==> config.mk <==
export PLATFORM = sky130hd
export DESIGN_NAME = mul_accumulator_flat
export DESIGN_NICKNAME = d
export VERILOG_FILES = /design/src/rtl/mul_accumulator_if.sv /design/src/rtl/mul_accumulator.sv /design/src/flat_wrapper.sv
export SDC_FILE = /design/constraint.sdc
export NUM_CORES = 1
export LEC_CHECK = 0
export CORE_MARGIN = 3
export CORE_UTILIZATION = 31
export CTS_CLUSTER_DIAMETER = 60
export DETAILED_ROUTE_END_ITERATION = 7
export PLACE_DENSITY = 0.63
export REMOVE_ABC_BUFFERS = 1
export SYNTH_ARGS = -nofsm -noshare
export SYNTH_HDL_FRONTEND = slang
export SYNTH_SLANG_ARGS = --single-unit
==> constraint.sdc <==
create_clock -name clk -period 5.4 [get_ports clk]
set_clock_uncertainty 0.1 [all_clocks]
set_input_delay 1.08 -clock clk [delete_from_list [all_inputs] [get_ports clk]]
set_output_delay 1.08 -clock clk [all_outputs]
set_load 0.01 [all_outputs]
==> src/rtl/mul_accumulator_if.sv <==
// Stream bundle for mul_accumulator: burst control, product input and result output.
interface mul_accumulator_if #(
  parameter int PROD_W = 64,
  parameter int ACC_W  = 72,
  parameter int LEN_W  = 8
);
  logic              start;
  logic [LEN_W-1:0]  len;
  logic [PROD_W-1:0] prod_in;
  logic              in_valid;
  logic              in_ready;
  logic [ACC_W-1:0]  acc_out;
  logic              out_valid;
  logic              out_ready;
  logic [LEN_W-1:0]  count;
  logic              ovf;
  logic              busy;

  modport master (
    output start, len, prod_in, in_valid, out_ready,
    input  in_ready, acc_out, out_valid, count, ovf, busy
  );

  modport slave (
    input  start, len, prod_in, in_valid, out_ready,
    output in_ready, acc_out, out_valid, count, ovf, busy
  );
endinterface

==> src/rtl/mul_accumulator.sv <==
// mul_accumulator: sums a programmed burst of unsigned products into a wide accumulator.
// Build option SATURATE_EN: clamp the accumulator to all-ones on carry instead of wrapping.
module mul_accumulator #(
  parameter int PROD_W = 64,
  parameter int ACC_W  = 72,
  parameter int LEN_W  = 8
) (
  input  logic clk,
  input  logic rst_n,
  mul_accumulator_if.slave bus
);
  localparam int SUM_W = ACC_W + 1;

  typedef enum logic [1:0] {
    IDLE  = 2'd0,
    ACCUM = 2'd1,
    DONE  = 2'd2
  } state_e;

  state_e           state_q, state_d;
  logic [ACC_W-1:0] acc_q, acc_d;
  logic [LEN_W-1:0] cnt_q, cnt_d;
  logic [LEN_W-1:0] len_q, len_d;
  logic             ovf_q, ovf_d;
  logic             hs;
  logic             last;
  logic [ACC_W:0]   sum;

  assign hs   = (state_q == ACCUM) && bus.in_valid;
  assign last = (cnt_q + LEN_W'(1)) == len_q;
  // bit ACC_W of the sum is the carry out of the accumulator
  assign sum  = {1'b0, acc_q} + SUM_W'(bus.prod_in);

  always_ff @(posedge clk or negedge rst_n) begin
    if (!rst_n) begin
      state_q <= IDLE;
    end else begin
      state_q <= state_d;
    end
  end

  always_comb begin
    state_d = state_q;
    unique case (state_q)
      IDLE:    if (bus.start) state_d = (bus.len == '0) ? DONE : ACCUM;
      ACCUM:   if (hs && last) state_d = DONE;
      DONE:    if (bus.out_ready) state_d = IDLE;
      default: state_d = IDLE;
    endcase
  end

  always_comb begin
    bus.in_ready  = 1'b0;
    bus.out_valid = 1'b0;
    bus.busy      = 1'b1;
    unique case (1'b1)
      state_q == IDLE:  bus.busy      = 1'b0;
      state_q == ACCUM: bus.in_ready  = 1'b1;
      state_q == DONE:  bus.out_valid = 1'b1;
      default: ;
    endcase
  end

  always_comb begin
    acc_d = acc_q;
    cnt_d = cnt_q;
    len_d = len_q;
    ovf_d = ovf_q;
    unique case (state_q)
      IDLE: begin
        if (bus.start) begin
          acc_d = '0;
          cnt_d = '0;
          ovf_d = 1'b0;
          len_d = bus.len;
        end
      end
      ACCUM: begin
        if (hs) begin
`ifdef SATURATE_EN
          acc_d = sum[ACC_W] ? '1 : sum[ACC_W-1:0];
`else
          acc_d = sum[ACC_W-1:0];
`endif
          cnt_d = cnt_q + LEN_W'(1);
          ovf_d = ovf_q | sum[ACC_W];
        end
      end
      default: ;
    endcase
  end

  always_ff @(posedge clk or negedge rst_n) begin
    if (!rst_n) begin
      acc_q <= '0;
      cnt_q <= '0;
      len_q <= '0;
      ovf_q <= 1'b0;
    end else begin
      acc_q <= acc_d;
      cnt_q <= cnt_d;
      len_q <= len_d;
      ovf_q <= ovf_d;
    end
  end

  assign bus.acc_out = acc_q;
  assign bus.count   = cnt_q;
  assign bus.ovf     = ovf_q;
endmodule
==> src/flat_wrapper.sv <==
// flat-port wrapper written by rule: the top's interface ports become plain ports
module mul_accumulator_flat 
#(
  parameter int PROD_W = 64,
  parameter int ACC_W  = 72,
  parameter int LEN_W  = 8
)
  (clk, rst_n, bus_start, bus_len, bus_prod_in, bus_in_valid, bus_out_ready, bus_in_ready, bus_acc_out, bus_out_valid, bus_count, bus_ovf, bus_busy);
  mul_accumulator_if #(.PROD_W(PROD_W), .ACC_W(ACC_W), .LEN_W(LEN_W)) bus_i ();
  input  logic clk;
  input  logic rst_n;
  input wire logic [$bits(bus_i.start)-1:0] bus_start;
  input wire logic [$bits(bus_i.len)-1:0] bus_len;
  input wire logic [$bits(bus_i.prod_in)-1:0] bus_prod_in;
  input wire logic [$bits(bus_i.in_valid)-1:0] bus_in_valid;
  input wire logic [$bits(bus_i.out_ready)-1:0] bus_out_ready;
  output wire logic [$bits(bus_i.in_ready)-1:0] bus_in_ready;
  output wire logic [$bits(bus_i.acc_out)-1:0] bus_acc_out;
  output wire logic [$bits(bus_i.out_valid)-1:0] bus_out_valid;
  output wire logic [$bits(bus_i.count)-1:0] bus_count;
  output wire logic [$bits(bus_i.ovf)-1:0] bus_ovf;
  output wire logic [$bits(bus_i.busy)-1:0] bus_busy;
  assign bus_i.start = bus_start;
  assign bus_i.len = bus_len;
  assign bus_i.prod_in = bus_prod_in;
  assign bus_i.in_valid = bus_in_valid;
  assign bus_i.out_ready = bus_out_ready;
  assign bus_in_ready = bus_i.in_ready;
  assign bus_acc_out = bus_i.acc_out;
  assign bus_out_valid = bus_i.out_valid;
  assign bus_count = bus_i.count;
  assign bus_ovf = bus_i.ovf;
  assign bus_busy = bus_i.busy;
  mul_accumulator #(.PROD_W(PROD_W), .ACC_W(ACC_W), .LEN_W(LEN_W)) u_core (.clk(clk), .rst_n(rst_n), .bus(bus_i));
endmodule
==> results of run 1 <==
[kinds of logic after synthesis]
group           synth area share (%)
flops                          29.82
xor+xnor                       7.683
buf+inv                        3.473
mux                            1.049
fa+ha+maj                      10.91
simple gates                   19.09
compound gates                 27.98
[per-stage QoR]
stage               utilization, %  worst slack [ps]  instance area [µm²]
finish                       41.26             842.0                 9828
global route                 41.26             585.7                 9828
CTS                          41.26             772.1                 9828
detailed placement           39.87             407.3                 9498
global placement             39.87             495.8                 9498
floorplan                        -              1172                 7447
[cell usage after synthesis (all sizes together), types with 7 or more instances]
library cell  instances  share of area, %
a21oi                97               6.4
o31ai                11               1.1
o21bai               14               1.4
xor2                 30               3.4
ha                   65                11
xnor2                37               4.2
nand2               158               7.8
o21a                 16               1.6
a21o                 18               1.8
mux2i                 8               1.0
o21ai               119               7.8
inv                  20              0.98
nor2b                 8              0.66
a31oi                13               1.1
dfrtp                91                30
nand3                11              0.72
o211ai                8              0.85
and3                  9              0.74
a211oi                7              0.69
clkbuf               47               2.3
nor3                  9              0.59
nor2                 48               2.4
nand4                30               2.5
[registers in the layout, indices dropped and copies added (netlist names)]
register,count
u_core.bus.count,8
u_core.len_q,8
u_core.bus.ovf,1
u_core.bus.acc_out,72
u_core.state_q,2
[layout make-up]
cell class                      count  share of cell area (%)
Clock inverter                      7                   1.069
Timing Repair Buffer              164                   16.70
Tap cell                          319                   4.061
Clock buffer                        9                   2.292
Sequential cell                    91                   23.17
Multi-Input combinational cell    800                   51.94
Inverter                           20                  0.7638
[worst max path at each step]
stage                              start                endpoint  slack (ps)  cells after the start
after CTS                 bus_prod_in[0]  u_core.bus.acc_out[68]         770                     12
after global placement    bus_prod_in[0]  u_core.bus.acc_out[66]         500                     12
after floorplan             bus_in_valid     u_core.bus.count[4]        1170                      4
after detailed placement  bus_prod_in[0]  u_core.bus.acc_out[68]         410                     12
after global routing      bus_prod_in[0]  u_core.bus.acc_out[66]         590                     12
final                     bus_prod_in[0]  u_core.bus.acc_out[68]         840                     12
[power breakdown]
group          total (mW)  switching [mW]  internal [mW]  leakage [nW]
registers            1.12           0.209          0.910          1.19
logic                3.02            1.72           1.29          2.74
clock network       0.734           0.318          0.416         0.164
[routing by layer]
layer / track usage [%] / vias to the layer above / part of all wire [%]
li1: - / 3769 / -
met1: 25.36 / 3608 / 47
met2: 30.24 / 188 / 47
met3: 2.721 / 18 / 4.8
met4: 4.037 / 0 / 1.2
met5: 0 / - / 0
==> impl.org, run 1 <==
** Finish
- Filler cell count :: 2,426
- Leading cell type in the layout, fill and taps excluded :: sky130_fd_sc_hd__clkdlybuf4s50_1
- Area added between synthesis and finish :: 28.69%
- The sequential cells in the finished layout cover a total of 2277 µm².
- Ratio of cells with drive above 1 in the final layout :: 3.391%
- Nets@finish :: 1,229
- Top library cells by usage in the layout, fill and taps aside :: sky130_fd_sc_hd__clkdlybuf4s50_1 (159), sky130_fd_sc_hd__nand2_1 (157), sky130_fd_sc_hd__o21ai_0 (117)
- Number of diodes :: 0
- Multi-input logic area :: 5105 µm²
- For this run, the number of standard cells in the final layout without fillers is 1,410.

** Synthesis
- Yosys mapped the design onto 64 distinct sky130hd cell types.
- In this run, synthesis produced a sequential element count of 91.
- Area of the mapped netlist :: 7637 µm²
- Post-synthesis async set-or-reset flop share :: 100.0%
- In this run, synthesis inferred 0 flip-flops with an integrated enable.
- After synthesis, the mean cell area works out to 7.947 µm².
- Synth Warn # :: 0
- Sequential cells were found to cover 29.82% of the synthesized design area.
- For this run, the leading register cell type out of synthesis is sky130_fd_sc_hd__dfrtp_1.
- After technology mapping, the gate count stands at 961.

** Worst setup path
- End of the worst register-to-register path :: u_core.bus.acc_out[68]
- The worst setup path is of the primary input to flip-flop kind.
- For this run, the slowest stage of the critical path takes 550 ps.
- Counting both buffers and inverters, the worst setup path holds a total of 1.
- Counting cells, the worst reg-to-reg path comes to 11.
- STA classifies the critical path endpoint as a flip-flop.
- Critical Path Start Type :: primary input
- Walking the worst path, the cells encountered are clkdlybuf4s50_1 > ha_1 > fa_1 > a211oi_1 > o211ai_1 > a211o_1 > and2_4 > a222oi_1 > o221ai_1 > or3_4 > o2111ai_2 > mux2i_1.
- Data arrives at the worst endpoint at 4730 ps.
- Critical path peak fanout :: 4
- Delay-heaviest family, CP :: compound AO/OA/AOI/OAI gates
- Worst-case register-to-register setup slack :: 1540 ps
- STA puts the critical path data required time at 5570 ps.
- The worst register-to-register path begins at u_core.bus.acc_out[0].
- Highest-delay cell along the critical path :: sky130_fd_sc_hd__a222oi_1

** Detailed routing
- Dividing the detail-routed wire length by the instance count gives 17.40 µm.
- For this run, the detailed router's first-pass iteration total came to 5.
- Number of DRC markers after the initial detailed-route iteration :: 494
- Post-DR vias/cell :: 5.378
- Summed over all layers, the routed wires come to 24.53 mm.
- DRC viols :: 0
- The final route contains 7,583 vias.
- The count of nets left with antenna violations once routing finished came out at 0.

** STA
- The total count of max-transition violations in the final report is 0.
- Final setup violation count :: 0
- Based on the critical path, the design can be clocked at up to 0.2194 GHz.
- Worst slew margin :: 40.70%
- The number of hold violations in the final report came to 0.
- Post-route clock period utilization :: 84.41%
- Total negative slack for setup checks :: 0 ps
- On the final layout, the worst hold slack is 402.2 ps.
- Setup repair after global routing left no endpoint under its margin.
- Subtracting the final worst setup slack from the clock period gives 4558 ps.
- For the pin with the worst max-slew slack, the measured transition is 889.5 ps.

** Floorplan
- The floorplan step set the die width to 163.0 µm.
- The die is 163.0 µm tall.
- The initial utilization of the core area, before any placement, comes to 32.06%.
- Pin placement for this block handled 161 I/O pins.
- Full die area :: 26,560 µm²
- Standard-cell row count :: 56
- The total area inside the core boundary comes to 23,820 µm².

** Clock tree
- In this run the clock root is driven by a sky130_fd_sc_hd__clkbuf_16.
- Later-pin clock latency in the skew report :: 360 ps
- Max Root-Sink Buffers :: 2
- After clock tree synthesis, the clock-pin slew on the worst setup and hold paths is 70 ps.
- CTS saw 91 sinks.
- Number of hold-repair buffers added at the cts stage :: 0
- H-Tree Level Count :: 3
- Post-cts repair resize count :: 0
- Clock tree from TritonCTS :: built
- Buffers added to address setup during post-CTS repair amount to 0.
- Counting the buffers created by CTS gives 9.

** Flow run
- Maximum Capacitance Violations :: 0

** GRT
- Overall overflow remaining after global route :: 0
- The number of global-route vias before repair is 7,394.
- Pin count of the biggest net entering global routing :: 60
- Across every metal layer, demand over resource in global routing totals 18.29%.
- The number of antenna violations at the first check in global routing came to 0.
- The first global-routing pass estimated 39.16 mm of wire.

** Min path
- End point of the worst hold path :: u_core.bus.acc_out[68]
- Depth of the worst hold-timing path :: 1
- Startpoint of the tightest hold check path :: u_core.bus.acc_out[68]
- In this run the worst hold path is classified as flip-flop to flip-flop.

** Place
- Placer congestion estimate :: 0.9039
- Number of cells after detailed placement :: 1,394
- The count of buffers added on input and output ports is 160.
- After legalization and detailed placement, the total HPWL measured 18.87 mm.

** Pwr
- Leakage Power :: 4.099 nW
- IR analysis of the VDD net gives a maximum drop of 239.9 µV.
- For this design the ratio of total power to cell area is 495.5 nW/µm².
- Power after layout :: 4.870 mW

** Run status
- Outcome :: complete, no violations
(Power assumes the default switching activity.)
==> run 2, diff against run 1 <==
==> constraint.sdc (replaced) <==
create_clock -name clk -period 4.65 [get_ports clk]
set_clock_uncertainty 0.1 [all_clocks]
set_input_delay 0.93 -clock clk [delete_from_list [all_inputs] [get_ports clk]]
set_output_delay 0.93 -clock clk [all_outputs]
set_load 0.01 [all_outputs]
==> impl.org, run 2 (synthesis gave the netlist of run 1 again) <==
** Worst setup path
- Cells along the critical path :: clkdlybuf4s50_1 > ha_1 > fa_1 > a211oi_1 > o211ai_1 > a211o_1 > and2_4 > a222oi_1 > buf_4 > o221ai_1 > or3_4 > o2111ai_2 > mux2i_1
- Highest-delay cell along the critical path :: sky130_fd_sc_hd__fa_1
- STA classifies the critical path endpoint as a flip-flop.
- CP Depth :: 13 (+1)
- The setup path with the least slack is of type primary input to flip-flop.
- The number of buffer and inverter stages on the critical path was 2 (+1).
- Arrival @ worst endpoint :: 4340 ps (-390 ps)
- In this design, the largest share of critical-path delay is due to compound AO/OA/AOI/OAI gates.
- The biggest cell delay along the critical path came to 440 ps (-110 ps).
- Critical Path Start Type :: primary input
- Reg2Reg Depth :: 12 (+1)
- The largest fanout on the critical path is 4 (unchanged).
- Worst endpoint required time :: 4830 ps (-740 ps)

** Min path
- Hold Path Class :: flip-flop to flip-flop
- Depth of the worst hold-timing path :: 2 (+1)

** Clock tree
- The number of H-tree levels was 3 (unchanged).
- The clock-pin slew reported for the worst setup and hold paths after clock tree synthesis came to 80 ps (about the same).
- The number of clock sinks seen by CTS was 91 (unchanged).
- The root buffer cell chosen for the clock tree is sky130_fd_sc_hd__clkbuf_16.
- Number of hold-repair buffers added at the cts stage :: 0 (unchanged)
- Max Root-Sink Buffers :: 2 (unchanged)
- The post-cts repair resize count was 0 (unchanged).
- The number of buffers inserted by post-CTS setup repair was 0 (unchanged).
- TritonCTS built the clock tree.
- The source-to-sink clock delay at the later pin of the worst-skew pair is 360 ps (about the same).
- The number of clock buffers inserted by TritonCTS was 9 (unchanged).

** STA
- Slew at the pin closest to its max-slew limit :: 977.3 ps (+87.76 ps)
- Final Max Tran Viols :: 0 (unchanged)
- Setup repair after global routing left no endpoint under its margin.
- The setup TNS after final layout was 0 ps (unchanged).
- The number of hold violations in the final report is 0 (unchanged).
- Timing would allow up to 0.2404 GHz.
- Shortest period the worst path allows :: 4159 ps
- Final setup violation count :: 0 (unchanged)
- The final critical path takes up 89.45% of the cycle.
- Worst slew margin :: 34.85% (-5.9 points)

** Detailed routing
- The number of DRC markers in iteration 0 was 432 (-13%).
- The average wire length per cell after detail routing came to 17.66 µm (+1.5%).
- The total wire length after detailed routing was 25.05 mm (+2.1%).
- Post-DR vias/cell :: 5.399 (+0.39%)
- The total vias in the final route was 7,656 (+0.96%).
- The number of nets still failing antenna checks after routing was 0 (unchanged).
- The post-detailed-route DRC marker count was 0 (unchanged).
- Initial DRT Pass Iterations :: 5 (unchanged)

** Finish
- The utilization after layout was 41.36% (+0.10 points).
- The total non-filler cell area in the finished layout is 9853 µm² (+0.25%).
- The layout cell share with drive strength beyond 1 came to 4.095% (+0.70 points).
- The number of nets in the layout was 1,237 (+0.65%).
- Max reg flops :: 72 (unchanged)
- Area added between synthesis and finish :: 29.01%
- The diode insertion count for antenna repair was 0 (unchanged).
- Leading cell type in the layout, fill and taps excluded :: sky130_fd_sc_hd__clkdlybuf4s50_1
- Top library cells by usage in the layout, fill and taps aside :: sky130_fd_sc_hd__clkdlybuf4s50_1 (159), sky130_fd_sc_hd__nand2_1 (157), sky130_fd_sc_hd__o21ai_0 (117)

** Pwr
- Peak supply drop :: 195.5 µV (-19%)
- The power density over the cells came to 566.6 nW/µm² (+14%).
- Leakage Power :: 4.112 nW (+0.32%)

** Floorplan
- Starting density of the core :: 32.06% (unchanged)
- Core region area :: 23,820 µm² (unchanged)
- Standard-cell row count :: 56 (unchanged)
- Die height :: 163.0 µm (unchanged)
- The width of the die was 163.0 µm (unchanged).
- Total I/O pin count :: 161 (unchanged)
- The floorplan die area was 26,560 µm² (unchanged).

** GRT
- First-pass GRT wire length :: 40.37 mm (+3.1%)
- Overall overflow remaining after global route :: 0 (unchanged)
- Total track usage :: 18.84% (+0.55 points)
- The number of antenna violations at the first check in global routing was 0 (unchanged).
- Pin count of the biggest net entering global routing :: 68 (+13%)
- The number of global-route vias before repair came to 7,651 (+3.5%).

** Place
- The detailed placer's ending HPWL is 19.14 mm (+1.4%).
- The standard cell area after detailed placement came to 9558 µm² (+0.63%).
- The number of port buffers came to 160 (unchanged).
- The routability congestion estimate from global placement came to 0.8880 (-1.8%).

** Flow run
- Maximum Capacitance Violations :: 0 (unchanged)

** Run status
- Outcome :: complete, no violations
==> run 2: cell count changes in the layout (fill, tap and decap cells not counted) <==
cell	delta
sky130_fd_sc_hd__buf_4	+8
sky130_fd_sc_hd__bufinv_16	-2
sky130_fd_sc_hd__clkinv_2	-1
sky130_fd_sc_hd__clkinv_4	+2
sky130_fd_sc_hd__clkinv_8	+1
sky130_fd_sc_hd__clkinvlp_4	+1
sky130_fd_sc_hd__inv_8	-1
==> run 2: routing by layer <==
metal	GRT usage, %	up-vias	wire length, µm
li1	-	3787	-
met1	25.62	3632	11460
met4	4.652	0	393
met5	0	-	0
met2	30.83	211	11890
met3	3.713	26	1310
==> run 2: path summary, 6_finish.rpt <==
path,startpoint,end,slack [ps]
min in group asynchronous,rst_n,u_core.bus.acc_out[10],630
max reg2reg,u_core.bus.acc_out[0],u_core.bus.acc_out[68],1030
min,u_core.len_q[7],u_core.len_q[7],400
min reg2reg,u_core.len_q[7],u_core.len_q[7],400
max,bus_prod_in[0],u_core.bus.acc_out[68],490
max in group asynchronous,rst_n,u_core.bus.acc_out[3],2920
==> run 2: layout make-up <==
class                      instances  area (µm²)
sequential                        91        2277
inverter                          20       75.07
fill                            2506       13970
multi-input combinational        800        5105
timing repair buffer             172        1702
clock inverter                     7       70.07
clock buffer                       9       225.2
tap                              319       399.1
==> run 2: worst reg2reg max path: cells and delay by family, from the launching register on <==
family                   cells  cell delay (ps)
buffers and inverters        1              190
AO/OA/AOI/OAI                6             1390
adder cells (fa/ha/maj)      2              680
multiplexers                 1              200
AND/OR/NAND/NOR              2              580
flip-flops                   1              410
==> run 2: per-stage QoR <==
stage | hold WS [ps] | instances | power (mW) | worst slack, ps
after global placement | 381.9 | 1402 | 4.792 | 187.4
after global routing | 430.5 | 1418 | 6.078 | 312.3
after CTS | 404.2 | 1418 | 5.617 | 493.0
after floorplan | 365.2 | 911 | 3.520 | 572.0
final | 395.9 | 1418 | 5.583 | 490.7
after detailed placement | 385.4 | 1402 | 4.826 | 129.8
==> run 2: power breakdown <==
group          internal, mW  switching, mW
Sequential             1.06          0.245
Clock                 0.378          0.376
Combinational          1.52           2.01
==> run 3, diff against run 2 <==
--- a/config.mk
+++ b/config.mk
@@ -5,11 +5,13 @@
 export SDC_FILE = /design/constraint.sdc
 export NUM_CORES = 1
 export LEC_CHECK = 0
+export CAP_MARGIN = 20
 export CORE_MARGIN = 3
 export CORE_UTILIZATION = 31
 export CTS_CLUSTER_DIAMETER = 60
 export DETAILED_ROUTE_END_ITERATION = 7
 export PLACE_DENSITY = 0.63
+export RECOVER_POWER = 100
 export REMOVE_ABC_BUFFERS = 1
 export SYNTH_ARGS = -nofsm -noshare
 export SYNTH_HDL_FRONTEND = slang
==> impl.org, run 3 (synthesis gave the netlist of run 1 again) <==
** Clock tree
- The source-to-sink clock delay at the later pin of the worst-skew pair is 360 ps (about the same).
- The post-cts hold buffer count is 0 (unchanged).
- Clock-pin slew of the registers on the worst-case setup and hold paths :: 80 ps (about the same)
- The number of clock sinks seen by CTS was 91 (unchanged).
- The number of H-tree levels came to 3 (unchanged).
- The number of clock buffers inserted by TritonCTS came to 9 (unchanged).
- Post-CTS setup buffer count :: 0 (unchanged)
- The post-cts repair resize count was 0 (unchanged).
- TritonCTS built the clock tree.
- Max Root-Sink Buffers :: 2 (unchanged)
- Clock root buffer master :: sky130_fd_sc_hd__clkbuf_16

** Floorplan
- The number of standard-cell rows in the floorplan was 56 (unchanged).
- The number of ports placed on the die boundary was 161 (unchanged).
- Die height :: 163.0 µm (unchanged)
- DIE WIDTH :: 163.0 µm (unchanged)
- The placeable core region was 23,820 µm² (unchanged).
- The floorplan die area is 26,560 µm² (unchanged).
- Starting density of the core :: 32.06% (unchanged)

** Detailed routing
- The total vias in the final route was 7,664 (+0.10%).
- Number of routed nets with antenna violations :: 0 (unchanged)
- Initial DRT Pass Iterations :: 5 (unchanged)
- The total wire length after detailed routing is 25.03 mm (about the same).
- DRC viols :: 0 (unchanged)
- The average wire length per cell after detail routing was 17.65 µm (about the same).
- The number of vias per cell came to 5.405 (+0.10%).
- Number of DRC markers after the initial detailed-route iteration :: 479 (+11%)

** STA
- The number of hold violations in the final report came to 0 (unchanged).
- Final setup violation count :: 0 (unchanged)
- Final Max Tran Viols :: 95 (+95)
- The final critical-path share of the clock period is 92.46% (+3.0 points).
- Worst slew margin :: -34.12% (-69 points)
- Total negative slack for setup checks :: 0 ps (unchanged)
- Achievable Freq :: 0.2326 GHz (-3.3%)
- Shortest period the worst path allows :: 4299 ps (+140.0 ps)
- The slew at the pin with the worst max-slew slack came to 2004 ps (+1027 ps).
- Setup repair after global routing left no endpoint under its margin.

** Finish
- The layout cell share with drive strength beyond 1 is 3.549% (-0.55 points).
- The post-route non-filler standard cell count is 1,418 (unchanged).
- Number of diodes :: 0 (unchanged)
- Max reg flops :: 72 (unchanged)
- Leading cell type in the layout, fill and taps excluded :: sky130_fd_sc_hd__nand2_1
- Top library cells by usage in the layout, fill and taps aside :: sky130_fd_sc_hd__nand2_1 (157), sky130_fd_sc_hd__o21ai_0 (118), sky130_fd_sc_hd__a21oi_1 (97)
- Cell area after layout :: 9821 µm² (-0.33%)
- Compared with the post-synthesis result, the final layout area differs by 28.59%.
- The number of nets in the layout was 1,237 (unchanged).

** Worst setup path
- Critical path peak fanout :: 4 (unchanged)
- The biggest cell delay along the critical path came to 470 ps (+30 ps).
- Critical Path Start Type :: primary input
- By startpoint and endpoint, the worst setup path is classified as primary input to flip-flop.
- Arrival @ worst endpoint :: 4480 ps (+140 ps)
- Cells along the critical path :: clkdlybuf4s50_1 > ha_1 > fa_1 > a211oi_1 > o211ai_1 > a211o_1 > and2_4 > a222oi_1 > clkbuf_1 > o221ai_1 > or3_1 > o2111ai_2 > mux2i_1
- Kind of capture point of the worst setup path :: flip-flop
- Highest-delay cell along the critical path :: sky130_fd_sc_hd__or3_1
- The critical path data required time came to 4840 ps (about the same).

** Min path
- In this run the worst hold path is classified as flip-flop to flip-flop.

** GRT
- The number of antenna violations at the first check in global routing was 0 (unchanged).
- The total global routing track utilization was 18.84% (unchanged).
- The final global-route overflow total came to 0 (unchanged).
- The number of global-route vias before repair was 7,651 (unchanged).
- The wire length of the first global-routing pass came to 40.37 mm (unchanged).
- Pin count of the biggest net entering global routing :: 68 (unchanged)

** Run status
- Outcome :: complete, but fails checks
- The checks that failed: capacitance limit, slew limit.

** Place
- Number of cells after detailed placement :: 1,402 (unchanged)
- The number of port buffers is 160 (unchanged).
- Post-DP Area :: 9558 µm² (unchanged)
- Dpl hpwl :: 19.14 mm (unchanged)
- The routability congestion estimate from global placement came to 0.8880 (unchanged).

** Pwr
- Leakage Power :: 4.297 nW (+4.5%)
- The total power of the final layout was 5.483 mW (-1.8%).
- Power per cell area :: 558.3 nW/µm² (-1.5%)
- The worst ir drop on vdd is 193.6 µV (-0.95%).

** Flow run
- The number of max-cap violations came to 2 (+2).
## run 3: cell count changes in the layout (fill, tap and decap cells not counted), sizes merged
cell	change
clkdlybuf4s50	-86
dlygate4sd3	+86
buf	-4
clkbuf	+4
## run 3: final cells by class
class	count	area, µm²
Timing Repair Buffer	172	1688
Fill cell	2511	14000
Multi-Input combinational cell	800	5086
Inverter	20	75.07
Sequential cell	91	2277
Clock inverter	7	70.07
Clock buffer	9	225.2
Tap cell	319	399.1
## run 3: per-layer routing
| metal | global-route usage (%) | wire, µm |
|---|---|---|
| met4 | 4.652 | 397 |
| met3 | 3.713 | 1310 |
| met2 | 30.83 | 11830 |
| met5 | 0 | 0 |
| met1 | 25.62 | 11490 |
## run 3: stage by stage
stage	hold WS (ps)	utilization, %	worst slack, ps
4_1_cts	404.2	41.36	493.0
3_5_place_dp	385.4	40.12	129.8
3_3_place_gp	381.9	40.12	187.4
6_report	395.8	41.22	350.8
5_1_grt	426.2	41.22	158.1
2_1_floorplan	365.2	-	572.0
## run 3: worst paths after layout
| check | endpoint | start | slack [ps] | depth (start not counted) |
|---|---|---|---|---|
| max in group asynchronous | u_core.bus.acc_out[3] | rst_n | 1380 | 2 |
| setup reg to reg | u_core.bus.acc_out[68] | u_core.bus.acc_out[0] | 900 | 12 |
| hold / removal | u_core.len_q[7] | u_core.len_q[7] | 400 | 2 |
| setup / recovery | u_core.bus.acc_out[68] | bus_prod_in[0] | 350 | 13 |
| hold reg to reg | u_core.len_q[7] | u_core.len_q[7] | 400 | 2 |
| min in group asynchronous | u_core.bus.acc_out[10] | rst_n | 1000 | 1 |
## run 3: power by group
part | internal (mW) | switching [mW]
clock | 0.378 | 0.376
combinational | 1.43 | 2.01
sequential | 1.06 | 0.235
total | 2.86 | 2.62
## run 3: critical path: cells and delay by family
kind                     cells  cell delay [ps]
multiplexers                 1              200
AND/OR/NAND/NOR              2              640
adder cells (fa/ha/maj)      2              650
buffers and inverters        2              620
AO/OA/AOI/OAI                6             1440
